===== src/rtl/pll_supervisor_pkg.sv =====
// rtl/pll_supervisor_pkg.sv - shared state encoding, width helpers and default timing for the PLL lock supervisor
package pll_supervisor_pkg;

  // Board clocking: crystal reference and the synthesised PLL outputs
  localparam int PLL_XTAL_MHZ = 25;
  localparam int PLL_CORE_MHZ = 200;
  localparam int PLL_IO_MHZ   = 100;

  // Default supervisor timing, in crystal cycles
  localparam int DEF_NUM_CH         = 2;
  localparam int DEF_SYNC_STAGES    = 2;
  localparam int DEF_PLL_RST_CYCLES = 16;
  localparam int DEF_SETTLE_CYCLES  = 1024;
  localparam int DEF_TIMEOUT_CYCLES = 65536;
  localparam int DEF_MAX_RETRIES    = 3;

  typedef enum logic [2:0] {
    RESET_PLL = 3'd0,
    WAIT_LOCK = 3'd1,
    SETTLE    = 3'd2,
    LOCKED    = 3'd3,
    FAIL      = 3'd4
  } pll_state_e;

  // One counter serves all timed states, so it must hold the largest terminal count
  function automatic int cnt_width(input int timeout, input int settle, input int rst);
    int m;
    m = timeout;
    if (settle > m) m = settle;
    if (rst > m) m = rst;
    return $clog2(m + 1);
  endfunction

  // Retry counter is at least one bit even when no retries are allowed
  function automatic int retry_width(input int max_retries);
    return (max_retries < 1) ? 1 : $clog2(max_retries + 1);
  endfunction

endpackage


===== src/rtl/pll_lock_fsm.sv =====
// rtl/pll_lock_fsm.sv - one channel: lock synchroniser, reset/qualify/retry FSM, optional loss counter (PLL_LOCK_LOSS_COUNT_EN)
module pll_lock_fsm
  import pll_supervisor_pkg::*;
#(
  parameter int SYNC_STAGES    = DEF_SYNC_STAGES,
  parameter int PLL_RST_CYCLES = DEF_PLL_RST_CYCLES,
  parameter int SETTLE_CYCLES  = DEF_SETTLE_CYCLES,
  parameter int TIMEOUT_CYCLES = DEF_TIMEOUT_CYCLES,
  parameter int MAX_RETRIES    = DEF_MAX_RETRIES
) (
  input  logic       clk_in,
  input  logic       reset,
  input  logic       locked_raw,
  output logic       reset_req,
  output logic       ready,
  output logic       ready_next,
  output logic       fail,
  output logic       lost
`ifdef PLL_LOCK_LOSS_COUNT_EN
  ,
  output logic [7:0] loss_count
`endif
);

  localparam int CW = cnt_width(TIMEOUT_CYCLES, SETTLE_CYCLES, PLL_RST_CYCLES);
  localparam int RW = retry_width(MAX_RETRIES);
  localparam logic [CW-1:0] RST_LAST     = CW'(PLL_RST_CYCLES - 1);
  localparam logic [CW-1:0] SETTLE_LAST  = CW'(SETTLE_CYCLES - 1);
  localparam logic [CW-1:0] TIMEOUT_LAST = CW'(TIMEOUT_CYCLES - 1);
  localparam logic [RW-1:0] RETRY_MAX    = RW'(MAX_RETRIES);

  logic [SYNC_STAGES-1:0] sync;
  logic                   lk;
  pll_state_e             state, state_next;
  logic [CW-1:0]          cnt, cnt_next;
  logic [RW-1:0]          retries, retries_next;
  logic                   reset_req_next, fail_next, lost_next;

  assign lk = sync[SYNC_STAGES-1];

  // Lock synchroniser; flushed while the PLL is held in reset so a stale lock is never qualified
  always_ff @(posedge clk_in) begin
    if (reset || reset_req) sync <= '0;
    else                    sync <= {sync[SYNC_STAGES-2:0], locked_raw};
  end

  // Next-state, counter and registered-output decode
  always_comb begin
    state_next   = state;
    cnt_next     = cnt + 1'b1;
    retries_next = retries;
    lost_next    = 1'b0;
    case (state)
      RESET_PLL: begin
        if (cnt == RST_LAST) begin
          state_next = WAIT_LOCK;
          cnt_next   = '0;
        end
      end
      WAIT_LOCK: begin
        // A lock edge coinciding with the timeout wins and costs no retry
        if (lk) begin
          state_next = SETTLE;
          cnt_next   = '0;
        end else if (cnt == TIMEOUT_LAST) begin
          cnt_next = '0;
          if (retries < RETRY_MAX) begin
            retries_next = retries + 1'b1;
            state_next   = RESET_PLL;
          end else begin
            state_next = FAIL;
          end
        end
      end
      SETTLE: begin
        if (!lk) begin
          state_next = WAIT_LOCK;
          cnt_next   = '0;
        end else if (cnt == SETTLE_LAST) begin
          state_next   = LOCKED;
          cnt_next     = '0;
          retries_next = '0;
        end
      end
      LOCKED: begin
        cnt_next = '0;
        if (!lk) begin
          state_next   = RESET_PLL;
          retries_next = '0;
          lost_next    = 1'b1;
        end
      end
      FAIL: begin
        cnt_next = '0;
      end
      default: begin
        state_next = RESET_PLL;
        cnt_next   = '0;
      end
    endcase
    reset_req_next = (state_next == RESET_PLL) || (state_next == FAIL);
    ready_next     = (state_next == LOCKED);
    fail_next      = (state_next == FAIL);
  end

  // State, counters and outputs registered together
  always_ff @(posedge clk_in) begin
    if (reset) begin
      state     <= RESET_PLL;
      cnt       <= '0;
      retries   <= '0;
      reset_req <= 1'b1;
      ready     <= 1'b0;
      fail      <= 1'b0;
      lost      <= 1'b0;
    end else begin
      state     <= state_next;
      cnt       <= cnt_next;
      retries   <= retries_next;
      reset_req <= reset_req_next;
      ready     <= ready_next;
      fail      <= fail_next;
      lost      <= lost_next;
    end
  end

`ifdef PLL_LOCK_LOSS_COUNT_EN
  // Saturating count of qualified-lock losses
  always_ff @(posedge clk_in) begin
    if (reset)                                 loss_count <= '0;
    else if (lost_next && loss_count != 8'hFF) loss_count <= loss_count + 8'd1;
  end
`endif

endmodule


===== src/rtl/pll_lock_supervisor.sv =====
// rtl/pll_lock_supervisor.sv - NUM_CH PLL lock supervisor with aggregate ready (optional PLL_LOCK_LOSS_COUNT_EN loss counters)
module pll_lock_supervisor
  import pll_supervisor_pkg::*;
#(
  parameter int NUM_CH         = DEF_NUM_CH,
  parameter int SYNC_STAGES    = DEF_SYNC_STAGES,
  parameter int PLL_RST_CYCLES = DEF_PLL_RST_CYCLES,
  parameter int SETTLE_CYCLES  = DEF_SETTLE_CYCLES,
  parameter int TIMEOUT_CYCLES = DEF_TIMEOUT_CYCLES,
  parameter int MAX_RETRIES    = DEF_MAX_RETRIES
) (
  input  logic                clk_in,
  input  logic                reset,
  input  logic [NUM_CH-1:0]   pll_locked_raw,
  output logic [NUM_CH-1:0]   pll_reset_req,
  output logic [NUM_CH-1:0]   ch_ready,
  output logic [NUM_CH-1:0]   ch_fail,
  output logic                all_ready,
  output logic [NUM_CH-1:0]   lock_lost
`ifdef PLL_LOCK_LOSS_COUNT_EN
  ,
  output logic [NUM_CH*8-1:0] loss_count
`endif
);

  logic [NUM_CH-1:0] ready_next;

  for (genvar i = 0; i < NUM_CH; i++) begin : g_ch
    pll_lock_fsm #(
      .SYNC_STAGES    (SYNC_STAGES),
      .PLL_RST_CYCLES (PLL_RST_CYCLES),
      .SETTLE_CYCLES  (SETTLE_CYCLES),
      .TIMEOUT_CYCLES (TIMEOUT_CYCLES),
      .MAX_RETRIES    (MAX_RETRIES)
    ) u_fsm (
      .clk_in     (clk_in),
      .reset      (reset),
      .locked_raw (pll_locked_raw[i]),
      .reset_req  (pll_reset_req[i]),
      .ready      (ch_ready[i]),
      .ready_next (ready_next[i]),
      .fail       (ch_fail[i]),
      .lost       (lock_lost[i])
`ifdef PLL_LOCK_LOSS_COUNT_EN
      ,
      .loss_count (loss_count[i*8 +: 8])
`endif
    );
  end

  // Built from next-state ready bits so it lands on the same edge as ch_ready
  always_ff @(posedge clk_in) begin
    if (reset) all_ready <= 1'b0;
    else       all_ready <= &ready_next;
  end

endmodule


===== config.mk =====
export PLATFORM = sky130hd
export DESIGN_NAME = pll_lock_supervisor
export DESIGN_NICKNAME = d
export VERILOG_FILES = /design/src/rtl/pll_supervisor_pkg.sv /design/src/rtl/pll_lock_fsm.sv /design/src/rtl/pll_lock_supervisor.sv
export SDC_FILE = /design/constraint.sdc
export NUM_CORES = 1
export LEC_CHECK = 0
export CORE_MARGIN = 2
export CORE_UTILIZATION = 59
export CTS_CLUSTER_DIAMETER = 150
export DETAILED_ROUTE_END_ITERATION = 10
export PLACE_DENSITY = 0.77
export RECOVER_POWER = 100
export SLEW_MARGIN = 10
export SYNTH_ARGS = -nofsm -noshare
export SYNTH_HDL_FRONTEND = slang
export SYNTH_HIERARCHICAL = 1
export SYNTH_SLANG_ARGS = --single-unit

===== constraint.sdc =====
create_clock -name clk_in -period 2.56 [get_ports clk_in]
set_input_delay 0.384 -clock clk_in [delete_from_list [all_inputs] [get_ports clk_in]]
set_output_delay 0.384 -clock clk_in [all_outputs]
set_load 0.005 [all_outputs]

==> results.yml <==
run_status:
  outcome: "finished, final reports clean"
pwr:
  power.net_switching_mw: 0.372
  power_frac_seq_pct: 49.4
  share_comb_of_total_power_pct: 2.4
  clock_power_share_pct: 48.2
  power.share.switching_pct: 20.3
  ir_drop_mv: 0.509
  leakage_nw: 1.11
  finalPower_mw: 1.83
  internal_power_mw: 1.46
  pwr_density_cell_nw_per_um2: 584
yosys:
  synth.distinct_cells: 53
  synth_nets: 325
  yosys.area.top_type_share_pct: 41.3
  netlist_instances: 313
  compound_gate_portion_of_the_synthesized_area_pct: 12.7
  yosys.area_share.xor_xnor_pct: 8.56
  synthesized_flop_and_latch_total: 57
  synth_area_um2: 2760
  synth_top_area_cell: "sky130_fd_sc_hd__dfxtp_1"
  asyncSetResetFlopFracSynth_pct: 0
  ys_top_cells_by_area: "sky130_fd_sc_hd__dfxtp_1 41%, sky130_fd_sc_hd__xnor2_1 5.7%, sky130_fd_sc_hd__nor2_1 5.0%"
  post_synth_and_or_nand_nor_area_fraction_pct: 28.8
  syn-mean-instance-area_um2: 8.83
  synthesis.yosys.warnings: 6
  post_synth_top_flop: "sky130_fd_sc_hd__dfxtp_1"
  synth-edff-count: 0
  synth_top_family_by_area: "simple AND/OR/NAND/NOR gates"
  synthAdderAreaFrac_pct: 3.62
  muxShareOfSynthArea_pct: 0.725
  ys_seq_area_share_pct: 41.3
route:
  drt_iter0_drcs: 119
  via_count: 2181
  wire_per_inst_um: 13.0
  post_detailed_route_count_of_antenna_violating_nets: 0
  detail_route.vias_per_cell: 5.66
  first_pass_iters: 4
  detail_route.wirelength_mm: 5.02
  route.detailed.drc: 0
critical_path:
  timing.critical_path.slowest_stage_cell: "sky130_fd_sc_hd__or3b_2"
  path_class: "reg2reg"
  critical-path-max-stage-delay_ps: 490
  critPathArrivalTime_ps: 2630
  timing.critical_path.mode_cell: "sky130_fd_sc_hd__ha_1"
  worst-path-max-fanout: 4
  worst_path_cell_trace: "ha_1 > nand4_1 > nor3_2 > nand3_1 > inv_1 > ha_1 > nor2b_1 > o21ai_0 > or3b_2 > a21oi_1"
  crit_required_ps: 2820
  setup.worst_path.start_class: "register"
  timing.critical_path.max_delay_family: "simple AND/OR/NAND/NOR gates"
  endpoint_kind: "register"
  cp_num_buf_inv: 1
sta:
  finalHoldViolCount: 0
  fmax_mhz: 422
  final.hold.worst_slack_ps: 443
  final-setup-viol-count: 0
  rsz0062_at_grt: "false"
  max-slew-margin-rel_pct: 56.6
  finClkSkew_ps: 6.29
  finalMaxSlewViolations: 0
  fin_crit_sh_pct: 92.6
  final.setup.tns_ps: 0
  worstMarginPinSlew_ps: 645
  finalCriticalPeriod_ps: 2370
cells_and_area:
  most_common_library_cell_in_the_layout_ignoring_fill_and_taps: "sky130_fd_sc_hd__dfxtp_1"
  nets: 340
  design_area_um2: 3130
  mostFrequentLayoutCells: "57 x sky130_fd_sc_hd__dfxtp_1, 37 x sky130_fd_sc_hd__nor2_1, 22 x sky130_fd_sc_hd__a21oi_1"
  fillCellCount: 373
  area_growth_pct: 13.4
  finish.cell_count_without_fillers: 385
  inserted_diodes: 0
  fraction_of_layout_cells_with_a_size_suffix_above_1_pct: 11.7
floorplan:
  design.core.area_um2: 4440
  die_area_um2: 5250
  die_height_um: 72.4
  chipWidth_um: 72.4
  row_count: 24
  top_level_ports: 13
  initial_utilization_pct: 62.2
clock_tree:
  tritoncts: "built"
  cts.clk_slew.worst_paths_ps: 60
  h-tree-depth: 3
  cts_hold_repair.buffers: 0
  cts.path.max_buffers: 2
  worst_skew_pair.late_latency_ps: 330
  cts.sink_count: 57
  clk_root_buffer_cell: "sky130_fd_sc_hd__clkbuf_8"
  cts_inserted_buffers: 9
global_routing:
  first_global_vias: 2045
  groute.layer.met1.usage_pct: 27.0
  maximum_number_of_pins_on_one_net_before_global_route_repair: 17
  use_met2_pct: 34.9
  gr-usage-all-layers_pct: 21.4
  grt_first_pass_wirelength_mm: 8.91
  peak_usage_layer_in_the_global_routing_report: "met2"
  global_route.usage.met3_pct: 7.78
  antenna_violations_before_repair: 0
  gr-total-overflow: 0
run:
  drv_cap: 0
place:
  dp.final_hpwl_mm: 3.35
  placed_cells: 368
  routabilityCongestion: 0.839
  dpl_cell_area_um2: 2920
  port-buffer-count: 12
hold_path:
  min_path_type: "reg2reg"
[cell usage after synthesis (3+ instances only)]
cell / count
sky130_fd_sc_hd__a21o_1: 3
sky130_fd_sc_hd__nor2b_1: 4
sky130_fd_sc_hd__nand2b_1: 4
sky130_fd_sc_hd__nand2_1: 16
sky130_fd_sc_hd__nor4_1: 9
sky130_fd_sc_hd__nor3b_1: 7
sky130_fd_sc_hd__clkbuf_1: 9
sky130_fd_sc_hd__a21oi_1: 22
sky130_fd_sc_hd__xor2_1: 9
sky130_fd_sc_hd__a21boi_0: 3
sky130_fd_sc_hd__xnor2_1: 18
sky130_fd_sc_hd__o21a_1: 3
sky130_fd_sc_hd__nor2_1: 37
sky130_fd_sc_hd__nor3_1: 13
sky130_fd_sc_hd__or4_1: 4
sky130_fd_sc_hd__ha_1: 8
sky130_fd_sc_hd__or3b_2: 3
sky130_fd_sc_hd__or2_2: 3
sky130_fd_sc_hd__nand4_1: 8
sky130_fd_sc_hd__inv_1: 13
sky130_fd_sc_hd__o21ai_0: 5
sky130_fd_sc_hd__dfxtp_1: 57
sky130_fd_sc_hd__nand3_1: 16
[cell families after synthesis]
kind of cell	count (synthesis)
AO/OA/AOI/OAI	51
XOR/XNOR	27
adder cells (fa/ha/maj)	8
buffers and inverters	27
flip-flops	57
multiplexers	2
AND/OR/NAND/NOR	141
[power by group through the flow]
stage                     logic, mW  registers (mW)  clock network, mW
final                        0.0443           0.904              0.881
after global routing         0.0518           0.905              0.947
after CTS                    0.0450           0.904              0.903
after detailed placement     0.0440           0.923                  0
after global placement       0.0443           0.923                  0
after floorplan              0.0332           0.922                  0
[state kept, by name, summed over array words and instances, names as in the netlist]
signal / flops
all_ready: 1
g_ch.u_fsm/cnt: 34
g_ch.u_fsm/fail: 2
g_ch.u_fsm/lost: 2
g_ch.u_fsm/ready: 2
g_ch.u_fsm/reset_req: 2
g_ch.u_fsm/retries: 4
g_ch.u_fsm/state: 6
g_ch.u_fsm/sync: 4
[final cells by class]
class | count | area (um^2) | share of cell area, %
well taps | 52 | 65.1 | 2.08
clock inverters | 6 | 82.6 | 2.64
flip-flops and latches | 57 | 1140 | 36.4
multi-input cells | 229 | 1510 | 48.2
inverters | 13 | 48.8 | 1.56
repair buffers | 18 | 156 | 4.99
clock buffers | 10 | 128 | 4.07
[worst register-to-register path: cells and delay by family (launching register included)]
kind	cells	cell delay (ps)
and+or+nand+nor	5	1170
adders and majority gates	2	390
DFF	1	370
AOI/OAI and AO/OA	2	290
buffers and inverters	1	80
[final timing paths]
check	from	to	slack, ps	cells past startpoint
worst max-delay path	g_ch[0].u_fsm/cnt[0]$_SDFF_PP0_	g_ch[0].u_fsm/retries[0]$_SDFFE_PP0P_	190	10
worst max register to register	g_ch[0].u_fsm/cnt[0]$_SDFF_PP0_	g_ch[0].u_fsm/retries[0]$_SDFFE_PP0P_	190	10
worst min-delay path	g_ch[0].u_fsm/reset_req$_SDFF_PP1_	g_ch[0].u_fsm/sync[1]$_SDFF_PP0_	440	1
worst min register to register	g_ch[0].u_fsm/reset_req$_SDFF_PP1_	g_ch[0].u_fsm/sync[1]$_SDFF_PP0_	440	1
[layer usage]
metal | routed length, um | vias to the layer above
met5 | 0 | -
met4 | 47 | 0
met3 | 204 | 5
met2 | 2290 | 33
met1 | 2480 | 1003
li1 | - | 1140
[timing repair]
| action | 4_1_cts | 5_1_grt |
|---|---|---|
| setup buffers | 0 | 1 |
| endpoints found under the setup margin | 0 | 19 |
| gates resized for setup | 0 | 3 |
[metrics by stage]
step                util (%)  worst slack [ps]
finish                  70.5               189
global route            70.5              4.93
CTS                     70.3               115
detailed placement      65.6               147
global placement        65.6               204
floorplan                  -               276
Note: power is estimated with default switching activity, not from simulation.
